**src/rtl/cw305_reg_bus_master.sv**
```systemverilog
`default_nettype none
// ============================================================================
// cw305_reg_bus_master : command + byte-stream initiator for the CW305
//                        byte-serial register bus (usb_clk domain).
// Revision: 1.0
// ============================================================================
module cw305_reg_bus_master #(
    parameter int pADDR_WIDTH   = 21,
    parameter int pBYTECNT_SIZE = 8
) (
    input  logic                                 usb_clk,
    input  logic                                 reset_i,
    input  logic                                 cmd_valid,
    output logic                                 cmd_ready,
    input  logic                                 cmd_write,
    input  logic [pADDR_WIDTH-pBYTECNT_SIZE-1:0] cmd_addr,
    input  logic [pBYTECNT_SIZE-1:0]             cmd_last,
    input  logic                                 wr_valid,
    output logic                                 wr_ready,
    input  logic [7:0]                           wr_data,
    output logic                                 rd_valid,
    input  logic                                 rd_ready,
    output logic [7:0]                           rd_data,
    input  logic                                 abort_i,
    output logic                                 busy,
    output logic                                 done,
    output logic                                 aborted,
    output logic [pADDR_WIDTH-pBYTECNT_SIZE-1:0] reg_address,
    output logic [pBYTECNT_SIZE-1:0]             reg_bytecnt,
    output logic [7:0]                           write_data,
    input  logic [7:0]                           read_data,
    output logic                                 reg_read,
    output logic                                 reg_write,
    output logic                                 reg_addrvalid
);

    localparam int BW = pBYTECNT_SIZE;

    typedef enum logic [2:0] {
        IDLE      = 3'd0,
        SETUP     = 3'd1,
        WR_WAIT   = 3'd2,
        WR_STROBE = 3'd3,
        RD_STROBE = 3'd4,
        RD_CAPT   = 3'd5,
        RD_HOLD   = 3'd6,
        FINISH    = 3'd7
    } state_t;

    state_t          state_q;
    logic [BW-1:0]   last_q;
    logic            write_q;

    assign cmd_ready = (state_q == IDLE);
    assign wr_ready  = (state_q == WR_WAIT);
    assign busy      = (state_q != IDLE);

    always_ff @(posedge usb_clk or posedge reset_i) begin
        if (reset_i) begin
            state_q       <= IDLE;
            last_q        <= '0;
            write_q       <= 1'b0;
            reg_address   <= '0;
            reg_bytecnt   <= '0;
            write_data    <= '0;
            reg_read      <= 1'b0;
            reg_write     <= 1'b0;
            reg_addrvalid <= 1'b0;
            rd_data       <= '0;
            rd_valid      <= 1'b0;
            done          <= 1'b0;
            aborted       <= 1'b0;
        end else begin
            done    <= 1'b0;
            aborted <= 1'b0;
            // Abort outranks any handshake seen in the same cycle.
            if (abort_i && (state_q != IDLE)) begin
                reg_read      <= 1'b0;
                reg_write     <= 1'b0;
                reg_addrvalid <= 1'b0;
                rd_valid      <= 1'b0;
                done          <= 1'b1;
                aborted       <= 1'b1;
                state_q       <= IDLE;
            end else begin
                case (state_q)
                    IDLE: begin
                        if (cmd_valid) begin
                            reg_address   <= cmd_addr;
                            last_q        <= cmd_last;
                            write_q       <= cmd_write;
                            reg_addrvalid <= 1'b1;
                            reg_bytecnt   <= '0;
                            state_q       <= SETUP;
                        end
                    end
                    SETUP: begin
                        if (write_q) begin
                            state_q <= WR_WAIT;
                        end else begin
                            reg_read <= 1'b1;
                            state_q  <= RD_STROBE;
                        end
                    end
                    WR_WAIT: begin
                        if (wr_valid) begin
                            write_data <= wr_data;
                            reg_write  <= 1'b1;
                            state_q    <= WR_STROBE;
                        end
                    end
                    WR_STROBE: begin
                        reg_write <= 1'b0;
                        if (reg_bytecnt == last_q) begin
                            state_q <= FINISH;
                        end else begin
                            reg_bytecnt <= reg_bytecnt + BW'(1);
                            state_q     <= WR_WAIT;
                        end
                    end
                    RD_STROBE: begin
                        reg_read <= 1'b0;
                        state_q  <= RD_CAPT;
                    end
                    // Slave data is valid the cycle after the read strobe.
                    RD_CAPT: begin
                        rd_data  <= read_data;
                        rd_valid <= 1'b1;
                        state_q  <= RD_HOLD;
                    end
                    RD_HOLD: begin
                        if (rd_ready) begin
                            rd_valid <= 1'b0;
                            if (reg_bytecnt == last_q) begin
                                state_q <= FINISH;
                            end else begin
                                reg_bytecnt <= reg_bytecnt + BW'(1);
                                reg_read    <= 1'b1;
                                state_q     <= RD_STROBE;
                            end
                        end
                    end
                    FINISH: begin
                        reg_addrvalid <= 1'b0;
                        done          <= 1'b1;
                        state_q       <= IDLE;
                    end
                    default: state_q <= IDLE;
                endcase
            end
        end
    end

endmodule
`default_nettype wire

```
**config.mk**
```make
export PLATFORM = sky130hd
export DESIGN_NAME = cw305_reg_bus_master
export DESIGN_NICKNAME = d
export VERILOG_FILES = /design/src/rtl/cw305_reg_bus_master.sv
export SDC_FILE = /design/constraint.sdc
export NUM_CORES = 1
export LEC_CHECK = 0
export BUFFER_PORTS_ARGS = -buffer_cell sky130_fd_sc_hd__buf_4
export CAP_MARGIN = 10
export CORE_MARGIN = 3
export CORE_UTILIZATION = 25
export CTS_BUF_LIST = sky130_fd_sc_hd__clkbuf_4 sky130_fd_sc_hd__clkbuf_8
export CTS_CLUSTER_DIAMETER = 120
export CTS_CLUSTER_SIZE = 25
export DETAILED_ROUTE_END_ITERATION = 16
export GPL_TIMING_DRIVEN = 0
export SLEW_MARGIN = 25
export SYNTH_ARGS = -nofsm -noshare
export SYNTH_HDL_FRONTEND = slang
export SYNTH_SLANG_ARGS = --single-unit
```
**constraint.sdc**
```tcl
create_clock -name usb_clk -period 2.03 [get_ports usb_clk]
set_clock_uncertainty 0.15 [all_clocks]
set_input_delay 0 -clock usb_clk [delete_from_list [all_inputs] [get_ports usb_clk]]
set_output_delay 0 -clock usb_clk [all_outputs]
set_load 0.01 [all_outputs]
```
==> run metrics <==
outcome finished, final reports clean; register area share after synthesis between 50% and 60%; Post-synth EDFFs 0; total grt overflow 0; clock period minus worst slack 1.97 ns; largest net degree at the start of global routing 32; Util after Layout 40.8%; Antenna Cells 0; Fmax achieved 509 MHz; Crit Path Max Fanout 10; top cell type by total area after synthesis dfrtp_1; clk root buf clkbuf_8; row count 36; Setup violations, final 0; synthesized netlist net count 250; setup repair after global routing missed its margin yes; die area 0.0115 sq mm; fin nets roughly 400; worst endpoint required time 2.09 ns; gr busiest metal met2; routed len/inst between 10 and 15 microns; Synth async-reset ratio 100%; WL final slightly below 7 mm; Synth cell types 44; Worst-Skew Late Latency 0.30 ns; GPL Wtd Cong 0.771; core box area 0.00986 sq mm; post-DP HPWL around 4.6 mm; commonest non-fill, non-tap cells in the layout buf_4 (96), dfrtp_1 (51), dlygate4sd3_1 (43); M2 GR Usage between 20% and 30%; first-pass detailed-route iteration total 4; htree depth 2; fin crit share 96.9%; synthesis-to-layout area growth 57.3%; I/O Buffers 89; Yosys warnings 0; top-level I/O count 90; CP Data Arrival Time 2.03 ns; TritonCTS clock tree built; Max transition margin between 60% and 70%; Final Hold Vio Count 0; met3 Usage GRT 1.81%; Synth Instances 205; total CTS buffers 5; Top FF cell, synth dfrtp_1; GRT Total Usage 12.0%; top-area cell type share of the netlist area 53.8%; peak supply drop 0.477 mV; post-route cell area ~0.0040 sq mm; Crit. End Element register; Max Slew Vio Count 0; clock tree sinks 55; vias in the first global route about 2200; maxcap violations 0; via count 2128; Post-route DRC 0; Die Y ~110 microns; worst hold path class primary input to async pin; clock buffer depth 2; Synth area leaders dfrtp_1 (54%), mux2_2 (16%), xnor2_1 (3.1%); Initial DRC Count just under 80; initial antenna violation count 0; #FFs+latches synth 55; post-synthesis area per instance 12.5 sq um; crit path launch type register; clk slew on worst S/H paths ~0.1 ns; post-route ant nets 0; # fillers 941; Power, Total 5.12 mW; Reg2Reg Setup Slack 0.06 ns; Placement Cell Area 0.00342 sq mm; first-pass GRT wire length 11.0 mm; Post-Syn Area 0.00256 sq mm; vias per cell 4.41; layout cell share with drive strength beyond 1 45.4%; P per Cell Area 1270 mW/mm^2; Worst Hold Slack 0.0650 ns; setup_tns 0 ns; M1 GR Usage 14.7%; P_leak 1.83 nW; critical path class register to register; Least-Margin Pin Slew 0.588 ns; commonest non-fill, non-tap cell in the layout buf_4; Die W 107 microns; Starting Density approximately 26%
==> Yosys cell counts (2+ instances only) <==
cell	instances
a21o_1	3
a21oi_1	8
a31oi_1	4
a41oi_1	4
and3_1	4
buf_2	3
buf_4	4
clkbuf_1	2
dfrtp_1	55
inv_1	12
mux2_2	37
nand2_1	5
nand2b_1	3
nand3_1	3
nand4_1	3
nor2_1	11
o21ai_0	6
o31ai_1	2
or3_1	3
xnor2_1	9
==> layer usage <==
metal	part of all wire (%)	vias up
met5	0	-
met1	42	1041
met3	2.8	6
met4	1.7	0
li1	-	1032
met2	53	49
==> flip-flops by register name, indices dropped and copies added, names as in the netlist <==
name / cells
rd_data: 8
reg_address: 13
reg_addrvalid: 1
reg_read: 1
write_q: 1
last_q: 8
done: 1
state_q: 3
reg_write: 1
reg_bytecnt: 8
aborted: 1
rd_valid: 1
write_data: 8
==> where the power goes <==
part,internal (mW),total (mW),switching (mW)
Combinational,1.42,2.54,1.11
Clock,0.376,0.725,0.349
Sequential,1.57,1.86,0.289
==> critical path, stage by stage (launching register included) <==
cell and delay (ns):
dfrtp_2 0.46, xnor2_1 0.15, nand4_1 0.18, or2_1 0.29
buf_2 0.20, a21o_1 0.20, a221oi_2 0.25
==> per-stage QoR <==
stage	setup slack, ns	std cells
floorplan	0.143	205
global placement	-0.298	427
detailed placement	-0.0453	428
CTS	0.00113	478
global route	-0.0736	483
finish	0.0636	483
==> repair_timing <==
action | CTS | global route
hold endpoints to repair | 97 | 0
resized for setup | 0 | 10
hold buffers | 43 | 0
pin swaps | 1 | 3
endpoints found under the setup margin | 25 | 29
setup buffers | 0 | 5
==> kinds of logic (layout without fill, tap and decap cells) <==
family                   Yosys count  after routing  synth area share, %
buffers and inverters             22            167                 4.25
flip-flops                        55             55                 53.8
XOR/XNOR                           9              9                 3.08
AND/OR/NAND/NOR                   41             41                 9.68
AO/OA/AOI/OAI                     39             39                 12.1
adder cells (fa/ha/maj)            1              1                0.489
multiplexers                      38             38                 16.7
==> path summary, 6_finish.rpt <==
| kind | startpoint | to | cells past startpoint |
|---|---|---|---|
| max | reg_bytecnt[4] | state_q[0] | 6 |
| min | reset_i | rd_data[2] | 3 |
| max reg2reg | reg_bytecnt[4] | state_q[0] | 6 |
| min reg2reg | write_data[2] | write_data[2] | 1 |
| max in group asynchronous | reset_i | reg_bytecnt[4] | 4 |
| min in group usb_clk | cmd_write | write_q | 4 |
==> final cells by class <==
cell class                 instances  area [sq um]  area share, %
tap                              133           166           4.13
clock inverter                     1          30.0          0.746
clock buffer                       6          76.3           1.90
multi-input combinational        128          1070           26.7
timing repair buffer             138          1170           29.0
buffer                            10          81.3           2.02
inverter                          12          47.5           1.18
sequential                        55          1380           34.3
(Power assumes the default switching activity.)
